$ cat src/rtl/truth_table_scanner.sv
// ============================================================================
// truth_table_scanner
// ----------------------------------------------------------------------------
// Purpose:
//   Exhaustively exercises a 3-input combinational circuit. The scanner drives
//   each input vector {A,B,C} = 0..7 in turn, with A as the MSB. It holds each
//   vector for SETTLE cycles so the circuit's output can settle, and then
//   samples O for one cycle. The captured truth table is compared against a
//   golden table. That golden table is latched when the scan starts.
//
// Parameters:
//   SETTLE        cycles each vector is held before O is sampled (1..15)
//
// Ports:
//   clk           single clock, rising-edge active
//   rst_n         synchronous active-low reset
//   start         single-cycle scan request, honoured only in IDLE
//   expected[7:0] golden truth table; bit i is the expected O for vector i
//   a_out/b_out/c_out  stimulus to the circuit under test (a_out = MSB)
//   o_in          response O from the circuit under test
//   table_out[7:0] captured truth table; bit i is the O sampled for vector i
//   busy          high in every state except IDLE
//   done          one-cycle pulse when a scan completes
//   pass          table_out matched the golden table at the end of the scan
//   mismatch_cnt[3:0]  (TRUTH_TABLE_SCANNER_MISMATCH_CNT_EN only) count of
//                 differing bits between table_out and the golden table
//
// Configuration:
//   `define TRUTH_TABLE_SCANNER_MISMATCH_CNT_EN adds the mismatch_cnt output.
// ============================================================================
module truth_table_scanner #(
    parameter int unsigned SETTLE = 1
) (
    input  logic       clk,
    input  logic       rst_n,
    input  logic       start,
    input  logic [7:0] expected,
    output logic       a_out,
    output logic       b_out,
    output logic       c_out,
    input  logic       o_in,
    output logic [7:0] table_out,
    output logic       busy,
    output logic       done,
    output logic       pass
`ifdef TRUTH_TABLE_SCANNER_MISMATCH_CNT_EN
    ,
    output logic [3:0] mismatch_cnt
`endif
);

    if (SETTLE < 1 || SETTLE > 15) begin : g_settle_range
        $error("truth_table_scanner: SETTLE must be in 1..15");
    end

    typedef enum logic [1:0] {
        IDLE,
        DRIVE,
        SAMPLE,
        DONE
    } state_t;

    // The last DRIVE cycle is the one in which the settle count reads SETTLE-1.
    // The counter is post-incremented, so DRIVE lasts exactly SETTLE cycles.
    localparam logic [3:0] SETTLE_LAST = 4'(SETTLE - 1);

    state_t     state;
    state_t     state_next;
    logic [2:0] idx;
    logic [3:0] settle_cnt;
    logic [7:0] expected_q;

`ifdef TRUTH_TABLE_SCANNER_MISMATCH_CNT_EN
    function automatic logic [3:0] popcount8(input logic [7:0] v);
        logic [3:0] n;
        n = 4'd0;
        for (int i = 0; i < 8; i++) begin
            n = n + {3'd0, v[i]};
        end
        return n;
    endfunction
`endif

    // ------------------------------------------------------------------
    // Next-state and output decode
    // ------------------------------------------------------------------
    // NOTE: every signal assigned in always_comb gets a default on entry, so
    // that no path leaves one unassigned. A path that left one unassigned
    // would infer a latch.
    always_comb begin
        state_next = state;
        busy       = (state != IDLE);
        {a_out, b_out, c_out} = 3'b000;

        case (state)
            IDLE: begin
                if (start) begin
                    state_next = DRIVE;
                end
            end
            DRIVE: begin
                {a_out, b_out, c_out} = idx;
                if (settle_cnt == SETTLE_LAST) begin
                    state_next = SAMPLE;
                end
            end
            SAMPLE: begin
                {a_out, b_out, c_out} = idx;
                state_next = (idx == 3'd7) ? DONE : DRIVE;
            end
            DONE: begin
                // Any start seen here is dropped. A new scan has to be
                // requested from IDLE.
                state_next = IDLE;
            end
            default: begin
                state_next = IDLE;
            end
        endcase
    end

    // ------------------------------------------------------------------
    // State register and datapath
    // ------------------------------------------------------------------
    // NOTE: all state is updated with non-blocking assignments. Every register
    // therefore sees the values from before the clock edge, whatever order the
    // statements appear in.
    always_ff @(posedge clk) begin
        if (!rst_n) begin
            state      <= IDLE;
            idx        <= 3'd0;
            settle_cnt <= 4'd0;
            expected_q <= 8'h00;
            table_out  <= 8'h00;
            done       <= 1'b0;
            pass       <= 1'b0;
`ifdef TRUTH_TABLE_SCANNER_MISMATCH_CNT_EN
            mismatch_cnt <= 4'd0;
`endif
        end else begin
            state <= state_next;
            // done is registered from the DONE state, so the pulse comes one
            // cycle after DONE. It lines up with the updated pass value.
            done  <= (state == DONE);

            case (state)
                IDLE: begin
                    if (start) begin
                        expected_q <= expected;
                        table_out  <= 8'h00;
                        pass       <= 1'b0;
                        idx        <= 3'd0;
                        settle_cnt <= 4'd0;
`ifdef TRUTH_TABLE_SCANNER_MISMATCH_CNT_EN
                        mismatch_cnt <= 4'd0;
`endif
                    end
                end
                DRIVE: begin
                    settle_cnt <= settle_cnt + 4'd1;
                end
                SAMPLE: begin
                    table_out[idx] <= o_in;
                    if (idx != 3'd7) begin
                        idx        <= idx + 3'd1;
                        settle_cnt <= 4'd0;
                    end
                end
                DONE: begin
                    // table_out already holds the bit sampled for vector 7.
                    pass <= (table_out == expected_q);
`ifdef TRUTH_TABLE_SCANNER_MISMATCH_CNT_EN
                    mismatch_cnt <= popcount8(table_out ^ expected_q);
`endif
                end
                default: ;
            endcase
        end
    end

endmodule
$ cat config.mk
export PLATFORM = sky130hd
export DESIGN_NAME = truth_table_scanner
export DESIGN_NICKNAME = d
export VERILOG_FILES = /design/src/rtl/truth_table_scanner.sv
export SDC_FILE = /design/constraint.sdc
export NUM_CORES = 1
export LEC_CHECK = 0
export CAP_MARGIN = 20
export CORE_ASPECT_RATIO = 0.7
export CORE_MARGIN = 4
export CORE_UTILIZATION = 45
export DETAILED_ROUTE_END_ITERATION = 12
export HOLD_SLACK_MARGIN = 0.12
export PLACE_DENSITY = 0.71
export SETUP_SLACK_MARGIN = 0.4
export SKIP_LAST_GASP = 1
export SLEW_MARGIN = 10
export SYNTH_ARGS = -nofsm -noshare
export SYNTH_HDL_FRONTEND = slang
export SYNTH_SLANG_ARGS = --single-unit
$ cat constraint.sdc
create_clock -name clk -period 1.66 [get_ports clk]
set_input_delay 0.332 -clock clk [delete_from_list [all_inputs] [get_ports clk]]
set_output_delay 0.332 -clock clk [all_outputs]
set_load 0.05 [all_outputs]
* After elaboration in Yosys (flattened, before gate mapping)
Cells that the tools add are included.
** Storage, ports and cells
- Logic and storage cells :: 54
- Flip-flop bits (word level) :: 27
** Operators by class
- Multiplexer cells :: 20
- Add/subtract/negate cells :: 2
- Reductions and logical operators :: 14
- Order comparisons :: 2
- Equal/unequal tests :: 9
** Operators with widths (count)
- $pmux W8 S2 :: 1
- $pmux W4 S3 :: 1
- $bwmux W8 :: 1
- $eq A8 B8 Y1 :: 1
- $mux W4 :: 2
- $mux W8 :: 1
- $pmux W2 S4 :: 1
- $reduce_and A2 Y1 :: 4
- $mux W2 :: 3
- $mux W3 :: 2
- $ne A2 B2 Y1 const B :: 3
- $pmux W3 S2 :: 1
- $reduce_and A3 Y1 :: 2
- $reduce_bool A2 Y1 :: 3
- $mux W1 :: 5
- $add A4 B1 Y4 const B :: 1
- $eq A2 B2 Y1 const B :: 2
- $logic_not A4 Y1 :: 1
- $lt A3 B4 Y1 const B :: 1
- $add A3 B1 Y3 const B :: 1
- $demux W1 S3 :: 1
- $eq A3 B3 Y1 const B :: 1
- $ge A3 B1 Y1 const B :: 1
- $ne A3 B3 Y1 const B :: 1
- 6 further kinds :: 6

* Logic depth before layout (Yosys ltp)
- Depth after elaboration :: 6
- Gate-level depth with buffers :: 7
- Depth with buffers taken out :: 6

* Worst setup path after synthesis
No wires, ideal clock.
- Path type :: register to register
- From :: register state[0]
- To :: register settle_cnt[3]
- Required time :: 1545 ps
- Path slack :: 95 ps
- Buffers on the path :: 0
- Arrival time :: 1451 ps
- Cell stages (with the launch flop) :: 7
- Library setup time :: 115 ps
- Clock period less this slack :: 1565 ps
- Cells stage by stage :: dfxtp_1 > inv_1 > ha_1 > nor2b_4 > nor3b_1 > a21boi_0 > o21a_1
** Between the ends
- Cells in the longest elaborated chain, start to end :: 3
- Elaborated cells on any way between the ends :: 8
- Classes of those cells :: eq/ne (4); mux (1); reduce/logical (3)
** Ends and longest elaborated chain
- from (decl) :: RTL line 67 : state_t state;
- from (signal assigned) :: RTL line 141 : state <= state_next;
- $eq A2 B2 Y1, or another cell as far along :: RTL line 146 : case (state)
- $ne A2 B2 Y1 (no line) / $reduce_bool A3 Y1 (equally long branches)
- $reduce_and A3 Y1 (no line)
- to (signal assigned) :: RTL line 160 : settle_cnt <= settle_cnt + 4'd1;
- to (decl) :: RTL line 70 : logic [3:0] settle_cnt;
Several ways; a longest one is shown, not always the timed one.
A chain may end at the register's enable or synchronous reset.

* Final worst setup path
- From :: register settle_cnt[1]
- To :: register state[1]
** Between the ends
- Cells in the longest elaborated chain, start to end :: 3
** Ends and longest elaborated chain
- $logic_not A4 Y1 :: RTL line 103 : if (settle_cnt == SETTLE_LAST) begin
- $ne A2 B2 Y1 (no line)
- $reduce_and A2 Y1 (no line)
No other way between the ends.

==> results by group <==
STA
  – Final Cycle Share: between 90% and 100%
  – Worst slew pin tran: 0.3829 ns
  – # setup viols final: 0
  – Final Critical Period: 1.587 ns
  – Fin Clk Skew: 0.009767 ns
  – FMAX: 630.2 MHz
  – Final hold viol count: 0
  – Count of pins over their slew limit: 0
  – RSZ-0062 raised after global routing: yes
  – Worst rel slew slack: 74.42%
  – Fin Hold WS: 0.4742 ns

Global routing
  – GRT Total Usage: 20.82%
  – GRT met2 Usage: 32.96%
  – Antenna violations before repair: 0
  – Grt peak-use layer: met2
  – M1 GR Usage: about 28%
  – Largest net degree at the start of global routing: 20
  – Remaining global-route overflow: 0
  – Met3 Use GR: approximately 5.6%
  – Vias in the first global route: 1469
  – First-pass GRT wire length: 6948 µm

Logic synthesis
  – Synthesized area per cell: roughly 8.2 µm²
  – Yosys warns: 0
  – Post-synth top area share: 37.47%
  – Mapped Nets: 197
  – Synth area leaders: dfxtp_1 37%, ha_1 7.8%, nand2_1 7.8%
  – Distinct cells, synth: 34
  – Mapped cell area: 1443 µm²
  – Dominant cell type by area after synthesis: dfxtp_1
  – #FFs+latches synth: 27
  – Mapped Cells: 176
  – Seq/Total Area, Yosys: between 30% and 40%

Routing
  – DRT Pass-1 Iters: 4
  – Via count: 1546
  – Post-route DRC: 0
  – WL final: 4693 µm
  – Final ANT Viol Nets: 0
  – Initial DRC Count: 105
  – Drt via density: between 5 and 6
  – Wire per inst: 17.84 µm

Critical path
  – Worst setup EP type: flop
  – Startpoint types: flop
  – Critical path arrival: 1.76 ns
  – CP Cell Sequence: inv_2, ha_4, or3b_4, a21oi_4, a21oi_2, a311oi_1
  – Bufs and invs on worst path: 1
  – Cell family with most CP delay: compound AO/OA/AOI/OAI gates
  – Setup Crit Path Kind: flop to flop
  – CP max stage delay: around 0.38 ns
  – Worst EP required: around 1.8 ns
  – Crit path max fanout: 3
  – Slowest CP cell: or3b_4

Place
  – GP Congestion: 0.7582
  – PortBufs: 25
  – Final HPWL DP: around 2600 µm
  – Placed Cells incl. Taps: 237

Clock tree
  – CTS tree: built
  – Clock sink total: 27
  – Clock Root Buffer: clkbuf_8
  – Worst-skew pair later-pin latency: between 0.2 and 0.3 ns
  – CTS H-tree depth: 1
  – Clock Pin Slew Worst Setup and Hold Paths: 0.10 ns
  – Bufs on Longest Clock Path: 2
  – CTS Buf Count: 3
  – CTS Hold Bufs: 0

Die
  – Row cnt: 16
  – Core Area: 2923 µm²
  – Die Width: 75.68 µm
  – Total die area: 4190 µm²
  – Die H: 55.37 µm
  – Num ports: 26
  – Starting density of the core: 49.36%

Job
  – Total of max-cap violations: 0

Finish
  – Nets: ~250
  – Non-Filler Instances: 263
  – Diodes inserted: 0
  – Layout cells sized above 1: 48.90%
  – P&R area growth vs syn: 63.75%

Power
  – Total power draw: 2816 µW
  – Pleak: 0.0009318 µW
  – Pwr/cell area: 1192 nW/µm²
  – VDD IR max: around 0.66 mV

Outcome
  – Status: finished clean

Hold path
  – Min-delay worst type: flop to flop
timing repair:
action                                  CTS  global route
gates resized for setup                  49            29
cloned                                    1             1
buffers inserted                         18             2
endpoints found under the setup margin   30            26
pin swaps                                20            10
layer usage:
metal / wire (µm) / vias to the layer above
li1: - / 708
met1: 1977 / 746
met2: 2208 / 76
met3: 392 / 16
met4: 115 / 0
met5: 0 / -
Yosys cell counts:
cell and instances:
buf_2 1, a21boi_0 7, xnor2_1 4, nand2b_1 2
o21ai_1 2, nand4b_4 1, ha_1 9, xor2_1 4
a21oi_2 1, nand3b_1 2, o31ai_1 1, and2_1 6
dfxtp_1 27, a21oi_1 20, nor4_1 1, or3b_1 2
nand4_1 1, nor3b_1 1, a211o_1 1, nand2_1 30
nand3_1 5, o21ai_0 12, clkbuf_1 6, a211oi_1 1
nor3_1 4, o21a_1 3, nand2b_4 1, inv_1 7
mux2_2 1, nor2b_4 1, nor2_1 6, nor2b_1 3
a311oi_1 1, a22oi_1 2
cell families (layout without fill, tap and decap cells):
| family | after synthesis | count (layout) | share of synthesized area, % |
|---|---|---|---|
| buffers and inverters | 14 | 64 | 3.729 |
| AO/OA/AOI/OAI | 51 | 51 | 20.90 |
| flip-flops | 27 | 27 | 37.47 |
| multiplexers | 1 | 1 | 0.7805 |
| adder cells (fa/ha/maj) | 9 | 9 | 7.806 |
| XOR/XNOR | 8 | 8 | 4.856 |
| AND/OR/NAND/NOR | 66 | 67 | 24.46 |
worst reg2reg max path, stage by stage (launching register included):
cell and delay [ns]:
dfxtp_2 0.35, inv_2 0.06, ha_4 0.12, or3b_4 0.38, a21oi_4 0.19, a21oi_2 0.08, a311oi_1 0.30
sequential cells by signal (all words and copies together), names as in the netlist:
register and count:
done 1, expected_q 8, idx 3, pass 1, settle_cnt 4, state 2, table_out 8
through the flow:
stage / utilization (%) / worst slack, ns / instance area [µm²] / setup TNS [ns]
CTS: 76.71 / 0.08840 / 2242 / 0
global placement: 65.11 / 0.007981 / 1903 / 0
global route: 80.82 / 0.02767 / 2362 / 0
finish: 80.82 / 0.07313 / 2362 / 0
detailed placement: 65.11 / -0.03484 / 1903 / -0.05132
floorplan: - / 0.3185 / 1567 / 0
final cells by class:
class	instances	area [µm²]
Clock buffer	3	41.29
Clock inverter	1	5.005
Fill cell	161	560.5
Inverter	7	33.78
Multi-Input combinational cell	136	1137
Sequential cell	27	558.0
Tap cell	36	45.04
Timing Repair Buffer	53	541.8
where the power goes:
group | internal [µW] | switching, µW | total [µW] | leakage, µW
combinational | 805 | 853 | 1660 | 0.000683
sequential | 723 | 60.3 | 783 | 0.000224
clock | 168 | 206 | 375 | 0.0000255
total | 1700 | 1120 | 2820 | 0.000932
cell usage in the layout (no fill, tap or decap), types with 3 or more instances in the layout:
master | Yosys | layout
buf_4 | 0 | 27
nand2_1 | 30 | 24
dfxtp_1 | 27 | 19
a21oi_1 | 20 | 10
a21oi_2 | 1 | 10
clkdlybuf4s50_1 | 0 | 10
o21ai_1 | 2 | 9
buf_6 | 0 | 8
ha_4 | 0 | 7
buf_12 | 0 | 7
nor2_1 | 6 | 5
a21boi_1 | 0 | 5
dfxtp_2 | 0 | 5
and2_4 | 0 | 4
nand2_2 | 0 | 4
nand3_1 | 5 | 4
o21ai_2 | 0 | 4
xnor2_1 | 4 | 4
xor2_1 | 4 | 4
inv_1 | 7 | 3
o21a_1 | 3 | 3
clkbuf_8 | 0 | 3
dfxtp_4 | 0 | 3
final timing paths:
path / start / endpoint / slack [ns] / cells after the start
setup / recovery: settle_cnt[1]$_SDFFE_PN0P_ / state[1]$_SDFFE_PN0P_ / 0.07 / 6
hold / removal: expected_q[2]$_SDFFE_PN0P_ / expected_q[2]$_SDFFE_PN0P_ / 0.47 / 2
setup reg to reg: settle_cnt[1]$_SDFFE_PN0P_ / state[1]$_SDFFE_PN0P_ / 0.07 / 6
hold reg to reg: expected_q[2]$_SDFFE_PN0P_ / expected_q[2]$_SDFFE_PN0P_ / 0.47 / 2
No activity file was read; power rests on OpenSTA's default activity.
